<file path="src/rtl/cc_random_row_selector.sv">
// N-channel obstacle-row selector: registers one row per accepted load, either from a
// manual channel select or from an auto gap/LFSR-pick sequence.
module cc_random_row_selector #(
    parameter int unsigned DATAWIDTH   = 8,
    parameter int unsigned NUMCHANNELS = 4,
    parameter int unsigned SELECTWIDTH = 2,
    parameter int unsigned GAPROWS     = 2,
    parameter logic [7:0]  LFSRSEED    = 8'hA5
) (
    input  logic                             CC_RANDSEL_CLOCK_50,
    input  logic                             CC_RANDSEL_RESET_InLow,
    input  logic                             CC_RANDSEL_mode_In,
    input  logic                             CC_RANDSEL_pause_In,
    input  logic                             CC_RANDSEL_load_In,
    input  logic [SELECTWIDTH-1:0]           CC_RANDSEL_select_InBUS,
    input  logic [NUMCHANNELS*DATAWIDTH-1:0] CC_RANDSEL_channels_InBUS,
    output logic [DATAWIDTH-1:0]             CC_RANDSEL_row_OutBUS,
    output logic                             CC_RANDSEL_rowValid_Out,
    output logic [SELECTWIDTH-1:0]           CC_RANDSEL_index_OutBUS
);

    localparam int unsigned LFSRWIDTH = 8;
    localparam int unsigned GAPWIDTH  = 8;
    // An all-zero seed would lock the LFSR, so it is replaced by 1.
    localparam logic [LFSRWIDTH-1:0] SEEDVALUE = (LFSRSEED == 8'h00) ? 8'h01 : LFSRSEED;

    logic [LFSRWIDTH-1:0]   lfsr, lfsrNext;
    logic [GAPWIDTH-1:0]    gapCnt, gapCntNext;
    logic [DATAWIDTH-1:0]   rowNext;
    logic [SELECTWIDTH-1:0] indexNext;
    logic [SELECTWIDTH-1:0] pickIdx;
    logic [SELECTWIDTH-1:0] cand;
    logic                   validNext;
    logic                   accept;
    logic                   feedback;

    assign accept   = CC_RANDSEL_load_In && !CC_RANDSEL_pause_In;
    assign feedback = lfsr[7] ^ lfsr[5] ^ lfsr[4] ^ lfsr[3];

    // Next-state: gap countdown doubles as the GAP/PICK state in auto mode.
    always_comb begin
        lfsrNext   = lfsr;
        gapCntNext = gapCnt;
        rowNext    = CC_RANDSEL_row_OutBUS;
        indexNext  = CC_RANDSEL_index_OutBUS;
        validNext  = 1'b0;
        pickIdx    = '0;
        cand       = lfsr[SELECTWIDTH-1:0];
        if (accept) begin
            validNext = 1'b1;
            if (!CC_RANDSEL_mode_In) begin
                if (32'(CC_RANDSEL_select_InBUS) < NUMCHANNELS) begin
                    pickIdx = CC_RANDSEL_select_InBUS;
                end
            end else if (gapCnt != '0) begin
                gapCntNext = gapCnt - GAPWIDTH'(1);
            end else begin
                if (cand == '0 || 32'(cand) >= NUMCHANNELS) begin
                    cand = SELECTWIDTH'(1);
                end
                pickIdx    = cand;
                gapCntNext = GAPWIDTH'(GAPROWS);
                lfsrNext   = {lfsr[6:0], feedback};
            end
            indexNext = pickIdx;
            rowNext   = CC_RANDSEL_channels_InBUS[32'(pickIdx)*DATAWIDTH +: DATAWIDTH];
        end
    end

    // State and output registers with synchronous active-low reset.
    always_ff @(posedge CC_RANDSEL_CLOCK_50) begin
        if (!CC_RANDSEL_RESET_InLow) begin
            lfsr                    <= SEEDVALUE;
            gapCnt                  <= GAPWIDTH'(GAPROWS);
            CC_RANDSEL_row_OutBUS   <= '0;
            CC_RANDSEL_rowValid_Out <= 1'b0;
            CC_RANDSEL_index_OutBUS <= '0;
        end else begin
            lfsr                    <= lfsrNext;
            gapCnt                  <= gapCntNext;
            CC_RANDSEL_row_OutBUS   <= rowNext;
            CC_RANDSEL_rowValid_Out <= validNext;
            CC_RANDSEL_index_OutBUS <= indexNext;
        end
    end

endmodule

</file>
<file path="config.mk">
export PLATFORM = sky130hd
export DESIGN_NAME = cc_random_row_selector
export DESIGN_NICKNAME = d
export VERILOG_FILES = /design/src/rtl/cc_random_row_selector.sv
export SDC_FILE = /design/constraint.sdc
export NUM_CORES = 1
export LEC_CHECK = 0
export ABC_AREA = 0
export CAP_MARGIN = 20
export CORE_MARGIN = 10
export CORE_UTILIZATION = 44
export CTS_CLUSTER_DIAMETER = 120
export CTS_CLUSTER_SIZE = 20
export DETAILED_ROUTE_END_ITERATION = 16
export PLACE_DENSITY = 0.77
export REMOVE_ABC_BUFFERS = 1
export SETUP_SLACK_MARGIN = 0.05
export SYNTH_ARGS = -nofsm -noshare
export SYNTH_HDL_FRONTEND = slang
export SYNTH_SLANG_ARGS = --single-unit
</file>
<file path="constraint.sdc">
create_clock -name CC_RANDSEL_CLOCK_50 -period 2.75 [get_ports CC_RANDSEL_CLOCK_50]
set_input_delay 0.4125 -clock CC_RANDSEL_CLOCK_50 [delete_from_list [all_inputs] [get_ports CC_RANDSEL_CLOCK_50]]
set_output_delay 0.4125 -clock CC_RANDSEL_CLOCK_50 [all_outputs]
set_load 0.05 [all_outputs]
</file>
-- Yosys cells after proc, flatten, opt, wreduce, memory -nomap -nowiden
Cells that the tools add are included.
- output and inout port bits: 11
- logic and storage cells: 23
- bits of input ports: 39
- register bits after elaboration: 27
- shifts and indexed selects: 1
- bitwise gates (word level): 4
- $add $sub $neg: 1
- reduce and logical (&&, ||, !) cells: 6
- mux-type cells: 6
- operators with widths (operator ; count):
    indexed part select 32 x 6 -> 8 bit ; 1
    two-way mux 2 bit ; 4
    two-way mux 8 bit ; 1
    nonzero test 8 bit ; 1
    subtractor 8 x 1 -> 8 bit, second input constant ; 1
    AND reduction 3 bit ; 1
    bitwise XOR 1 bit ; 3
    logical NOT 2 bit ; 1
    AND reduction 2 bit ; 1
    logical AND 1 bit ; 1
    logical NOT 1 bit ; 1
    two-way mux 1 bit ; 1
    inverter 1 bit ; 1

-- Logic depth before layout (Yosys ltp)
Gate-level depths: netlist of the first run.
- depth in word-level cells: 6
- depth in mapped cells: 8
- gate-level depth less buffers: 6

-- Worst setup path before layout of the first run
OpenSTA, ideal clock, no wires.
- path kind: reg2reg
- start point: register gapCnt[0]
- end point: register CC_RANDSEL_row_OutBUS[5]
- setup time: 0.117 ns
- cell stages (with the launch flop): 8
- path slack: 0.845 ns
- clock period less this slack: 1.905 ns
- data required time: 2.633 ns
- data arrival time: 1.788 ns
- buffers on the path: 1
- cells stage by stage: dfxtp_1 -> inv_1 -> ha_1 -> and4bb_4 -> a32oi_2 -> buf_2 -> o221ai_1 -> a32o_2
- cells in the longest elaborated chain, start to end: 5
- RTL lines (what ; RTL line ; RTL):
    start: declaration ; 28 ; logic [GAPWIDTH-1:0] gapCnt, gapCntNext;
    start signal: assignment ; 74 ; gapCnt <= GAPWIDTH'(GAPROWS);
    start signal: assignment ; 80 ; gapCnt <= gapCntNext;
    nonzero test 8 bit ; 55 ; end else if (gapCnt != '0) begin
    two-way mux 2 bit ; 55 ;
    two-way mux 2 bit ; 51 ; if (!CC_RANDSEL_mode_In) begin
    two-way mux 2 bit ; 49 ; if (accept) begin
    indexed part select 32 x 6 -> 8 bit ; 66 ; rowNext = CC_RANDSEL_channels_InBUS[32'(pickIdx)*DATAWIDTH +: DATAWIDTH];
    end signal: assignment ; 81 ; CC_RANDSEL_row_OutBUS <= rowNext;
    end: declaration ; 17 ; output logic [DATAWIDTH-1:0] CC_RANDSEL_row_OutBUS,
No other way between the ends. The select of a mux whose other input is x is not followed.
A chain may end at the register's enable or synchronous reset.

-- Worst setup path after layout of the first run
- start point: register gapCnt[0]
- end point: register CC_RANDSEL_row_OutBUS[3]
The elaborated chain is that of the path after synthesis.

==> run summary, run 1 <==
Critical setup path kind: register to register. Clock-pin slew was measured on the worst setup and hold paths at 0.16 ns. The power density over the cells works out to 405.0 nW/um2. The post-detailed-route via-to-cell ratio was 5.238; the multiplexer share of the synthesized area was 4.925%. The routed design could run at a clock period as short as 2.057 ns. The maximum operating frequency came out at 486.0 MHz.

In this run the mean area of a mapped cell was 8.836 um2. The ratio of final minimum period to clock period works out to 74.82%. The sum of internal, switching and leakage power was 0.0007955 W. The run finished with clean final reports. Adding up every negative setup slack in the final design gives 0 ns. The first detailed-routing pass ran for 4 iterations. The number of distinct library cells after synthesis is 33.

The synthesized design contains 0 enable-type register cells. The total area inside the core boundary comes to 3078 um2. Once the floorplan was initialized, standard cells occupied 46.22% of the core. The placed wire-length estimate after detailed placement was 2983 um; the number of routed nets with antenna violations was 0. Routed wire length: 3840 um.

The maximum level of the CTS H-tree is 1, and the initial antenna violation count is 0. STA classifies the critical path endpoint as a register. The filler cell count in the final layout was 271.

The detailed router put a total of 1782 um of wire on met1. Wire segments on met2 add up to 1709 um in the final route. The worst setup path is launched from a register. The static leakage is 0.8429 nW. Along the worst path, the maximum fanout reaches 16.

The max-cap violation count is 0. The floorplan step set the die height to 76.86 um. The tools report the synthesized cell area as 1423 um2.

The initialized floorplan defines 20 standard-cell rows. For the number of DRC markers in iteration 0, the log shows 49. Counting along the longest clock path gives a buffer depth of 2. Of all flip-flops after synthesis, the portion carrying an async set or reset was 0%.

The complex-gate fraction of the synthesized area came out at 21.37%. Setup repair after global routing left no endpoint under its margin. The remaining design rule violation count came out at 0. The data required time at the worst endpoint was 3.00 ns. For this run, the leading register cell type out of synthesis is sky130_fd_sc_hd__dfxtp_1.

Dividing the detail-routed wire length by the instance count gives 15.24 um. The clock tree root buffer cell is sky130_fd_sc_hd__clkbuf_4. The run gives 1,371 as the number of global-route vias before repair. The main combinational cell family by area after synthesis was compound AO/OA/AOI/OAI gates. The global-route usage over all layers was 13.37%. The area fraction in and, or, nand and nor cells after synthesis works out to 19.53%. The run gives 0 as the antenna diode instance count. The run gives 50 as the count of boundary I/O pins. For this run, the post-layout net count is 249. The horizontal die dimension was 76.86 um; the number of failing setup endpoints in the final timing report was 0. The first global-routing pass estimated 6693 um of wire.

Total of cells resized after clock tree synthesis: 0. For the worst-skew pair, the clock arrives at the later sink with an insertion delay of 0.33 ns. Across the VDD grid, the largest voltage drop is 0.0003127 V. For the total grt overflow, the log shows 0. The highest layer touched by signal routing is met4. The post-CTS setup buffer count was 0; the fraction of the mapped netlist area in adder cells was 0.8795%. Synthesis inferred 27 register bits. The logs give 1964 um2 for the post-layout instance area and 1934 um2 for the total cell area at the placement stage.

The congestion estimate from routability-driven global placement came to 0.7814. The share of the yosys chip area belonging to registers was 37.99%; the headroom to the max-slew limit was 58.84%. The logs give 244 um for the total met3 wirelength after detailed routing and 5907 um2 for the floorplan die area.

From synthesis to final layout, the design area changed by 38.08%. The number of cells produced by synthesis is 161. On the final layout, the worst clock skew is 0.005092 ns. Path category of the worst min-delay check: register to register. TritonCTS built the clock tree. In this run, post-CTS hold repair placed 0 buffers.

Input and output buffers added on the ports amount to 49. For the number of max-slew violations in the final report, the log shows 0. Data arrival time of the critical path: 2.30 ns. The measured slew at the worst slew-check pin came out at 0.6161 ns. Maximum number of pins on one net before global-route repair: 18.

The clock drives 27 sinks. For this run, the number of Yosys warnings is 0. Summing the areas of all xor and xnor instances in the mapped netlist gives 5.541% of the synthesized area. The TritonCTS buffer count is 3. The detailed router placed 1,320 vias in this run. Total count of hold-check failures in the final report: 0.

The post-route netlist has 7.212% of its cells at a drive strength greater than 1.
## cell usage after synthesis (2+ instances only)
master / number / area, um2
sky130_fd_sc_hd__a21oi_1: 2 / 10.01
sky130_fd_sc_hd__a32o_1: 7 / 70.07
sky130_fd_sc_hd__buf_2: 2 / 10.01
sky130_fd_sc_hd__clkbuf_1: 5 / 18.77
sky130_fd_sc_hd__dfxtp_1: 27 / 540.5
sky130_fd_sc_hd__inv_1: 20 / 75.07
sky130_fd_sc_hd__mux2i_1: 7 / 70.07
sky130_fd_sc_hd__nand2_1: 26 / 97.59
sky130_fd_sc_hd__nand2b_1: 2 / 12.51
sky130_fd_sc_hd__nand3_1: 3 / 15.01
sky130_fd_sc_hd__nor2_1: 8 / 30.03
sky130_fd_sc_hd__nor2b_1: 7 / 43.79
sky130_fd_sc_hd__o211ai_1: 2 / 15.01
sky130_fd_sc_hd__o21ai_0: 2 / 10.01
sky130_fd_sc_hd__o221ai_1: 16 / 140.1
sky130_fd_sc_hd__xnor2_1: 4 / 35.03
sky130_fd_sc_hd__xor2_1: 5 / 43.79
## logic make-up (layout without fill, tap and decap cells)
group / Yosys count / in the layout
XOR/XNOR: 9 / 9
buffers and inverters: 30 / 77
flip-flops: 27 / 27
AO/OA/AOI/OAI: 34 / 34
adder cells (fa/ha/maj): 1 / 1
AND/OR/NAND/NOR: 53 / 53
multiplexers: 7 / 7
## worst max-delay path, stage by stage (launching register included)
cell and delay, ns:
sky130_fd_sc_hd__dfxtp_1 0.34, sky130_fd_sc_hd__inv_1 0.08, sky130_fd_sc_hd__ha_1 0.25, sky130_fd_sc_hd__and4bb_4 0.31, sky130_fd_sc_hd__and3_1 0.51, sky130_fd_sc_hd__o221ai_1 0.20, sky130_fd_sc_hd__a32o_1 0.28
## report_power, final
group,internal (W),switching (W)
sequential,0.000406,0.00000833
combinational,0.000101,0.0000982
clock,0.0000557,0.000126
## per-stage QoR
stage / util [%] / hold slack, ns / setup WS [ns] / cells
4_1_cts: 63.82 / 0.4879 / 0.7041 / 252
5_1_grt: 63.82 / 0.5022 / 0.4875 / 252
3_5_place_dp: 62.85 / 0.4536 / 0.3763 / 248
3_3_place_gp: 62.85 / 0.4494 / 0.4265 / 248
2_1_floorplan: - / 0.4399 / 0.8481 / 151
6_report: 63.82 / 0.4835 / 0.6925 / 252
## sequential cells by signal (all words and copies together), names as in the netlist
| register | cells |
|---|---|
| CC_RANDSEL_rowValid_Out | 1 |
| lfsr | 8 |
| gapCnt | 8 |
| CC_RANDSEL_index_OutBUS | 2 |
| CC_RANDSEL_row_OutBUS | 8 |
## path summary, 6_finish.rpt
path,slack [ns],to,cells past startpoint,from
hold reg to reg,0.48,CC_RANDSEL_row_OutBUS[3],1,CC_RANDSEL_row_OutBUS[3]
hold / removal,0.48,CC_RANDSEL_row_OutBUS[3],1,CC_RANDSEL_row_OutBUS[3]
setup / recovery,0.69,CC_RANDSEL_row_OutBUS[3],6,gapCnt[0]
setup reg to reg,0.69,CC_RANDSEL_row_OutBUS[3],6,gapCnt[0]
## layer usage
metal,vias to the layer above,GRT usage [%]
met1,605,16.64
met5,-,0
met4,0,5.948
met2,49,21.67
li1,658,-
met3,8,2.564
## cell type report
type,count,area [um2],area share (%)
multi-input cells,104,743.2,37.83
flip-flops and latches,27,540.5,27.52
repair buffers,53,520.5,26.50
inverters,20,75.07,3.822
well taps,44,55.05,2.803
clock buffers,3,22.52,1.146
clock inverters,1,7.507,0.3822
## placed cells by master, fill, tap and decap left out, drive strengths merged, types with 2 or more instances in the layout
master         Yosys  routed
inv               20      20
mux2i              7       7
xnor2              4       4
nor2               8       8
nand2             26      26
xor2               5       5
clkbuf             5       3
dfxtp             27      27
a21oi              2       2
nand2b             2       2
and4bb             2       2
o221ai            16      16
clkdlybuf4s50      0      49
nand3              3       3
o211ai             2       2
buf                5       4
nor2b              7       7
o21ai              2       2
a32o               8       8
Power figures use the tool's default switching activity.
==> run 2: changes to the inputs <==
clock period = 2.1 ns   (was 2.75 ns; I/O delays follow)
==> run summary, run 2 (synthesis gave the netlist of run 1 again) <==
The flow ran to the end, and the final reports show no timing, DRC or antenna violations. The floorplan die area came out at 5907 um2 (unchanged). The switching fraction of total power is 28.67% (was 29.29%), and the power density over the cells is 516.5 nW/um2 (was 405.0 nW/um2). The maximum operating frequency was 529.0 MHz (was 486.0 MHz). The data arrival time of the critical path came out at 2.12 ns (was 2.30 ns). The post-CTS setup buffer count was 0 (unchanged); the maximum level of the CTS H-tree was 1 (unchanged). The logic depth of the worst path, buffers included works out to 7 (was 6). The logs give 3 (unchanged) for the TritonCTS buffer count and 0.33 ns (about the same) for the clock insertion delay at the later pin of the skew report. For the number of routed nets with antenna violations, the log shows 0 (unchanged). Cell-by-cell trace of the critical path: inv_1 -> ha_1 -> and4bb_4 -> a32oi_2 -> buf_4 -> o221ai_1 -> a32o_1 (was inv_1 -> ha_1 -> and4bb_4 -> and3_1 -> o221ai_1 -> a32o_1). Headroom to the max-slew limit: 60.41% (was 58.84%). Commonest cells after routing, fill and taps aside: sky130_fd_sc_hd__clkdlybuf4s50_1 (49), sky130_fd_sc_hd__dfxtp_1 (27), sky130_fd_sc_hd__nand2_1 (26) (unchanged). Combinational fraction of design power: 25.7% (was 25.0%). The maximum cell stage delay along the critical path was 0.35 ns (was 0.51 ns).

Number of DRC markers in iteration 0: 57 (was 49). Beginning of the worst register-to-register path: gapCnt[0] (unchanged). The antenna diode instance count was 0 (unchanged); the total grt overflow was 0 (unchanged). Fraction of layout instances using a drive strength above 1: 8.531% (was 7.212%). The logs give 0.001037 W (was 0.0007955 W) for the sum of internal, switching and leakage power and 3788 um (was 3840 um) for the routed wire length. The clock tree root buffer cell is sky130_fd_sc_hd__clkbuf_4 (unchanged). The post-layout instance area is 2008 um2 (was 1964 um2), and the total via count after detailed routing is 1,354 (was 1,320). The global-route wire length before repair is 6513 um (was 6693 um). The tools report the clock sink count as 27 (unchanged). The tools report the reg-to-reg setup timing slack as 0.21 ns (was 0.69 ns). Data required time at the worst endpoint: 2.33 ns (was 3.00 ns). Critical setup path kind: register to register (unchanged).

The worst hold path depth is 1 (unchanged). For the initial antenna violation count, the log shows 0 (unchanged). The most frequent standard cell in the layout excluding fill and tap cells is sky130_fd_sc_hd__clkdlybuf4s50_1 (unchanged). The portion of total power attributed to the clock network was 22.0% (was 22.9%). The number of max-slew violations in the final report was 0 (unchanged); the net switching power figure was 0.0002973 W (was 0.0002330 W). The element type at the critical path start was a register (unchanged). The count of buffers inserted at the top-level ports is 49 (unchanged), and the growth of design area from synthesis to finish is 41.16% (was 38.08%). The total cell area at the placement stage was 1969 um2 (was 1934 um2). The post-detailed-route wirelength per cell was 14.85 um (was 15.24 um); the post-detailed-route via-to-cell ratio was 5.310 (was 5.238). The measured slew at the worst slew-check pin was 0.5939 ns (was 0.6161 ns).

The worst setup path startpoint is gapCnt[0] (unchanged). The path category of the worst min-delay check is register to register (unchanged). The post-CTS clock slew at the launch and capture registers of the worst setup and hold paths was 0.14 ns (was 0.16 ns). The logic depth of the worst register-to-register path was 7 (was 6); the remaining design rule violation count was 0 (unchanged).

The tools report the starting utilization of the core area as 46.22% (unchanged). Largest registers: CC_RANDSEL_row_OutBUS (8), gapCnt (8), lfsr (8) (unchanged). The height of the die works out to 76.86 um (unchanged). The worst IR drop on VDD is 0.0003065 V (was 0.0003127 V).

The run gives 1,363 (was 1,371) as the number of global-route vias before repair. The ratio of final minimum period to clock period works out to 90.02% (was 74.82%). TritonCTS built the clock tree.

The number of hold buffers added after cts was 0 (unchanged); the final critical path time including I/O delays and setup was 1.890 ns (was 2.057 ns). The buffer and inverter count on the worst path is 2 (was 1), and the count of boundary I/O pins is 50 (unchanged). The accumulated negative setup slack is 0 ns (unchanged). The largest fanout on the critical path is 7 (was 16), and the horizontal die dimension is 76.86 um (unchanged). The tools report the max-cap violation count as 0 (unchanged). Start point of the worst min-delay path: CC_RANDSEL_row_OutBUS[7] (was CC_RANDSEL_row_OutBUS[3]). Setup repair after global routing left no endpoint under its margin. The maximum buffer depth of the clock tree was 2 (unchanged); the total count of hold-check failures in the final report was 0 (unchanged).

The global-route usage over all layers was 12.73% (was 13.37%). The tools report the number of failing setup endpoints in the final timing report as 0 (unchanged). The final core utilization came out at 65.24% (was 63.82%).

The cell with the largest stage delay on the worst path is sky130_fd_sc_hd__dfxtp_1 (was sky130_fd_sc_hd__and3_1). The core outline area came out at 3078 um2 (unchanged). The number of rows created at floorplan was 20 (unchanged); the cell-internal power was 0.0007399 W (was 0.0005625 W). The logs give 0.8315 (was 0.7814) for the placer's final routability congestion estimate and 252 (was 249) for the net count reported at finish.

Static leakage: 0.8621 nW (was 0.8429 nW). The number of iterations in the first detailed-routing pass was 4 (unchanged); the fraction of power consumed by sequential logic was 52.3% (was 52.1%). The setup clock skew after layout is 0.009662 ns (was 0.005092 ns). The placed wire-length estimate after detailed placement is 2984 um (was 2983 um), and the maximum number of pins on one net before global-route repair is 17 (was 18).

The category of the worst setup path capture point was a register (unchanged). The family of cells with the greatest summed delay on the critical path is compound AO/OA/AOI/OAI gates (was simple AND/OR/NAND/NOR gates).
## run 2: final timing paths
kind / to
worst max-delay path: CC_RANDSEL_row_OutBUS[1]
worst min register to register: CC_RANDSEL_row_OutBUS[7]
worst min-delay path: CC_RANDSEL_row_OutBUS[7]
worst max register to register: CC_RANDSEL_row_OutBUS[1]
## run 2: power groups by stage
stage          clock network (W)   logic, W  registers [W]
2_1_floorplan                  0  0.0000892       0.000597
3_3_place_gp                   0   0.000259       0.000553
3_5_place_dp                   0   0.000264       0.000554
4_1_cts                 0.000244   0.000266       0.000543
5_1_grt                 0.000256   0.000289       0.000545
6_report                0.000228   0.000266       0.000542
## run 2: timing repair
action                                  4_1_cts  5_1_grt
endpoints found under the setup margin        0        8
resized for setup                             0        1
endpoints found under the hold margin         0        0
## run 2: stage by stage
stage,setup WS (ns),cells,hold slack (ns)
global route,0.09339,255,0.4999
floorplan,0.1981,151,0.3769
CTS,0.1011,255,0.4943
global placement,0.03755,251,0.4496
finish,0.2097,255,0.4893
detailed placement,-0.05419,251,0.4604
## run 2: worst reg2reg max path, cell delays in order (launching register included)
cell                       delay, ns
sky130_fd_sc_hd__dfxtp_1        0.35
sky130_fd_sc_hd__inv_1          0.07
sky130_fd_sc_hd__ha_1           0.26
sky130_fd_sc_hd__and4bb_4       0.26
sky130_fd_sc_hd__a32oi_2        0.25
sky130_fd_sc_hd__buf_4          0.19
sky130_fd_sc_hd__o221ai_1       0.14
sky130_fd_sc_hd__a32o_1         0.28
## run 2: layout make-up
| class | instances | area [um2] |
|---|---|---|
| Fill cell | 279 | 1070 |
| Multi-Input combinational cell | 104 | 752.0 |
| Timing Repair Buffer | 56 | 555.5 |
| Sequential cell | 27 | 540.5 |
| Inverter | 20 | 75.07 |
| Tap cell | 44 | 55.05 |
| Clock buffer | 3 | 22.52 |
| Clock inverter | 1 | 7.507 |
## run 2: per-layer routing
metal  global-route usage [%]  part of all wire (%)
met2                    20.91                    46
met1                    16.45                    47
met5                        0                     0
met3                    2.448                   6.0
met4                    3.346                  0.71
==> run 3: changes to the inputs <==
CELL_PAD_IN_SITES_DETAIL_PLACEMENT = 0   (was unset)
CELL_PAD_IN_SITES_GLOBAL_PLACEMENT = 1   (was unset)
CORE_UTILIZATION = 32   (was 44)
CTS_CLUSTER_DIAMETER = 60   (was 120)
==> run summary, run 3 (synthesis gave the netlist of run 1 again) <==
For the post-CTS setup buffer count, the log shows 0 (unchanged). The ratio of final minimum period to clock period was 90.85% (was 90.02%); the register cell area after layout was 540.5 um2 (unchanged). The maximum level of the CTS H-tree was 1 (unchanged); the total of cells resized after clock tree synthesis was 0 (unchanged). Clock tree root buffer cell: sky130_fd_sc_hd__clkbuf_8 (was sky130_fd_sc_hd__clkbuf_4).

The most frequent standard cell in the layout excluding fill and tap cells was sky130_fd_sc_hd__clkdlybuf4s50_1 (unchanged). The placer's final routability congestion estimate was 0.7820 (was 0.8315). Worst setup path startpoint: gapCnt[0] (unchanged).

The tools report the floorplan die area as 7513 um2 (was 5907 um2). The tools report the initial antenna violation count as 0 (unchanged). The height of the die is 86.68 um (was 76.86 um). The measured slew at the worst slew-check pin was 0.5466 ns (was 0.5939 ns). The run finished with clean final reports. The run gives 46.90% (was 65.24%) as the final core utilization. Placed wire-length estimate after detailed placement: 3168 um (was 2984 um). The starting utilization of the core area was 32.90% (was 46.22%). The tools report the total count of hold-check failures in the final report as 0 (unchanged).

Power density over the cells: 549.6 nW/um2 (was 516.5 nW/um2). The post-detailed-route via-to-cell ratio was 5.042 (was 5.310); the routed wire length was 4077 um (was 3788 um). The filler cell count in the final layout is 418 (was 279). The horizontal die dimension is 86.68 um (was 76.86 um). The number of iterations in the first detailed-routing pass was 4 (unchanged).

The run gives 6658 um (was 6513 um) as the global-route wire length before repair. The remaining design rule violation count is 0 (unchanged), and the headroom to the max-slew limit is 63.56% (was 60.41%). The logs give 0 ns (unchanged) for the accumulated negative setup slack and 24 (was 20) for the number of rows created at floorplan. For the number of failing setup endpoints in the final timing report, the log shows 0 (unchanged).

The antenna diode instance count came out at 0 (unchanged). The number of routed nets with antenna violations was 0 (unchanged). The maximum operating frequency was 524.2 MHz (was 529.0 MHz); the data required time at the worst endpoint was 2.28 ns (was 2.33 ns). The max-cap violation count was 0 (unchanged); the post-detailed-route wirelength per cell was 15.50 um (was 14.85 um).

The tools report the count of boundary I/O pins as 50 (unchanged). The tools report the category of the worst setup path capture point as a register (unchanged). The start point of the worst min-delay path was lfsr[6] (was CC_RANDSEL_row_OutBUS[7]). Element type at the critical path start: a register (unchanged). The run gives 1,374 (was 1,363) as the number of global-route vias before repair.

The clock sink count is 27 (unchanged). The worst IR drop on VDD was 0.0002783 V (was 0.0003065 V). The total grt overflow is 0 (unchanged). The global-route usage over all layers came out at 10.66% (was 12.73%). Setup repair after global routing left no endpoint under its margin. The fraction of layout instances using a drive strength above 1 is 8.531% (unchanged). The path category of the worst min-delay check is register to register (unchanged).

The post-CTS clock slew at the launch and capture registers of the worst setup and hold paths is 0.10 ns (was 0.14 ns), and the number of max-slew violations in the final report is 0 (unchanged). For the clock insertion delay at the later pin of the skew report, the log shows 0.27 ns (was 0.33 ns). The final critical path time including I/O delays and setup came out at 1.908 ns (was 1.890 ns). The number of non-filler instances in the completed layout is 263 (was 255), and the count of buffers inserted at the top-level ports is 49 (unchanged). The maximum number of pins on one net before global-route repair is 18 (was 17). The tools report the net count reported at finish as 252 (unchanged). Number of hold buffers added after cts: 0 (unchanged). The post-placement cell count came out at 259 (was 251). The largest fanout on the critical path was 17 (was 7); the TritonCTS buffer count was 3 (unchanged). The setup clock skew after layout was 0.002310 ns (was 0.009662 ns). Largest registers: CC_RANDSEL_row_OutBUS (8), gapCnt (8), lfsr (8) (unchanged). The run gives 0.8683 nW (was 0.8621 nW) as the static leakage. The critical setup path kind was register to register (unchanged). The final worst hold slack is 0.4802 ns (was 0.4893 ns). TritonCTS built the clock tree.

Commonest cells after routing, fill and taps aside: sky130_fd_sc_hd__clkdlybuf4s50_1 (49), sky130_fd_sc_hd__dfxtp_1 (27), sky130_fd_sc_hd__nand2_1 (26) (unchanged). The run gives 4324 um2 (was 3078 um2) as the core outline area. The beginning of the worst register-to-register path is gapCnt[0] (unchanged).

The logs give 2.08 ns (was 2.12 ns) for the data arrival time of the critical path and 2 (unchanged) for the maximum buffer depth of the clock tree. The area of combinational cells with multiple inputs is 743.2 um2 (was 752.0 um2). The number of DRC markers in iteration 0 was 51 (was 57); the growth of design area from synthesis to finish was 42.57% (was 41.16%). The total via count after detailed routing was 1,326 (was 1,354).
run 3: cell types whose count changed in the layout (fill, tap and decap cells not counted):
cell	previous run	this run
sky130_fd_sc_hd__clkbuf_8	0	3
sky130_fd_sc_hd__a31oi_2	0	1
sky130_fd_sc_hd__clkbuf_4	3	0
sky130_fd_sc_hd__a31oi_4	1	0
run 3: critical path, stage by stage, from the launching register on:
cell,delay (ns)
sky130_fd_sc_hd__dfxtp_1,0.34
sky130_fd_sc_hd__inv_1,0.06
sky130_fd_sc_hd__ha_1,0.27
sky130_fd_sc_hd__and4bb_4,0.26
sky130_fd_sc_hd__a32oi_2,0.20
sky130_fd_sc_hd__buf_4,0.25
sky130_fd_sc_hd__o221ai_1,0.15
sky130_fd_sc_hd__a32o_1,0.28
run 3: layout make-up:
class,instances,share of cell area [%]
clock inverter,1,0.3701
multi-input combinational,104,36.64
clock buffer,3,2.036
tap,52,3.208
timing repair buffer,56,27.39
inverter,20,3.701
sequential,27,26.65
run 3: power breakdown:
group	internal, W	switching (W)	total (W)
clock	0.000135	0.000171	0.000305
combinational	0.000136	0.000132	0.000267
sequential	0.000531	0.0000114	0.000542
run 3: path summary, 6_finish.rpt:
check / end / slack [ns] / cells past startpoint
max: CC_RANDSEL_row_OutBUS[4] / 0.19 / 7
min: lfsr[7] / 0.48 / 2
max reg2reg: CC_RANDSEL_row_OutBUS[4] / 0.19 / 7
min reg2reg: lfsr[7] / 0.48 / 2
run 3: per-layer routing:
metal | track usage, % | part of all wire (%) | routed length (um)
met2 | 17.11 | 44 | 1799
met5 | 0 | 0 | 0
met4 | 3.535 | 0.52 | 21
met1 | 13.37 | 48 | 1944
met3 | 2.908 | 7.6 | 311
run 3: through the flow:
step / total power [W] / setup WS, ns / cell area [um2]
floorplan: 0.0006866 / 0.1981 / 1359
global placement: 0.0008164 / 0.1056 / 1979
detailed placement: 0.0008217 / 0.02266 / 1979
CTS: 0.001133 / 0.1933 / 2028
global route: 0.001179 / 0.1115 / 2028
finish: 0.001115 / 0.1922 / 2028
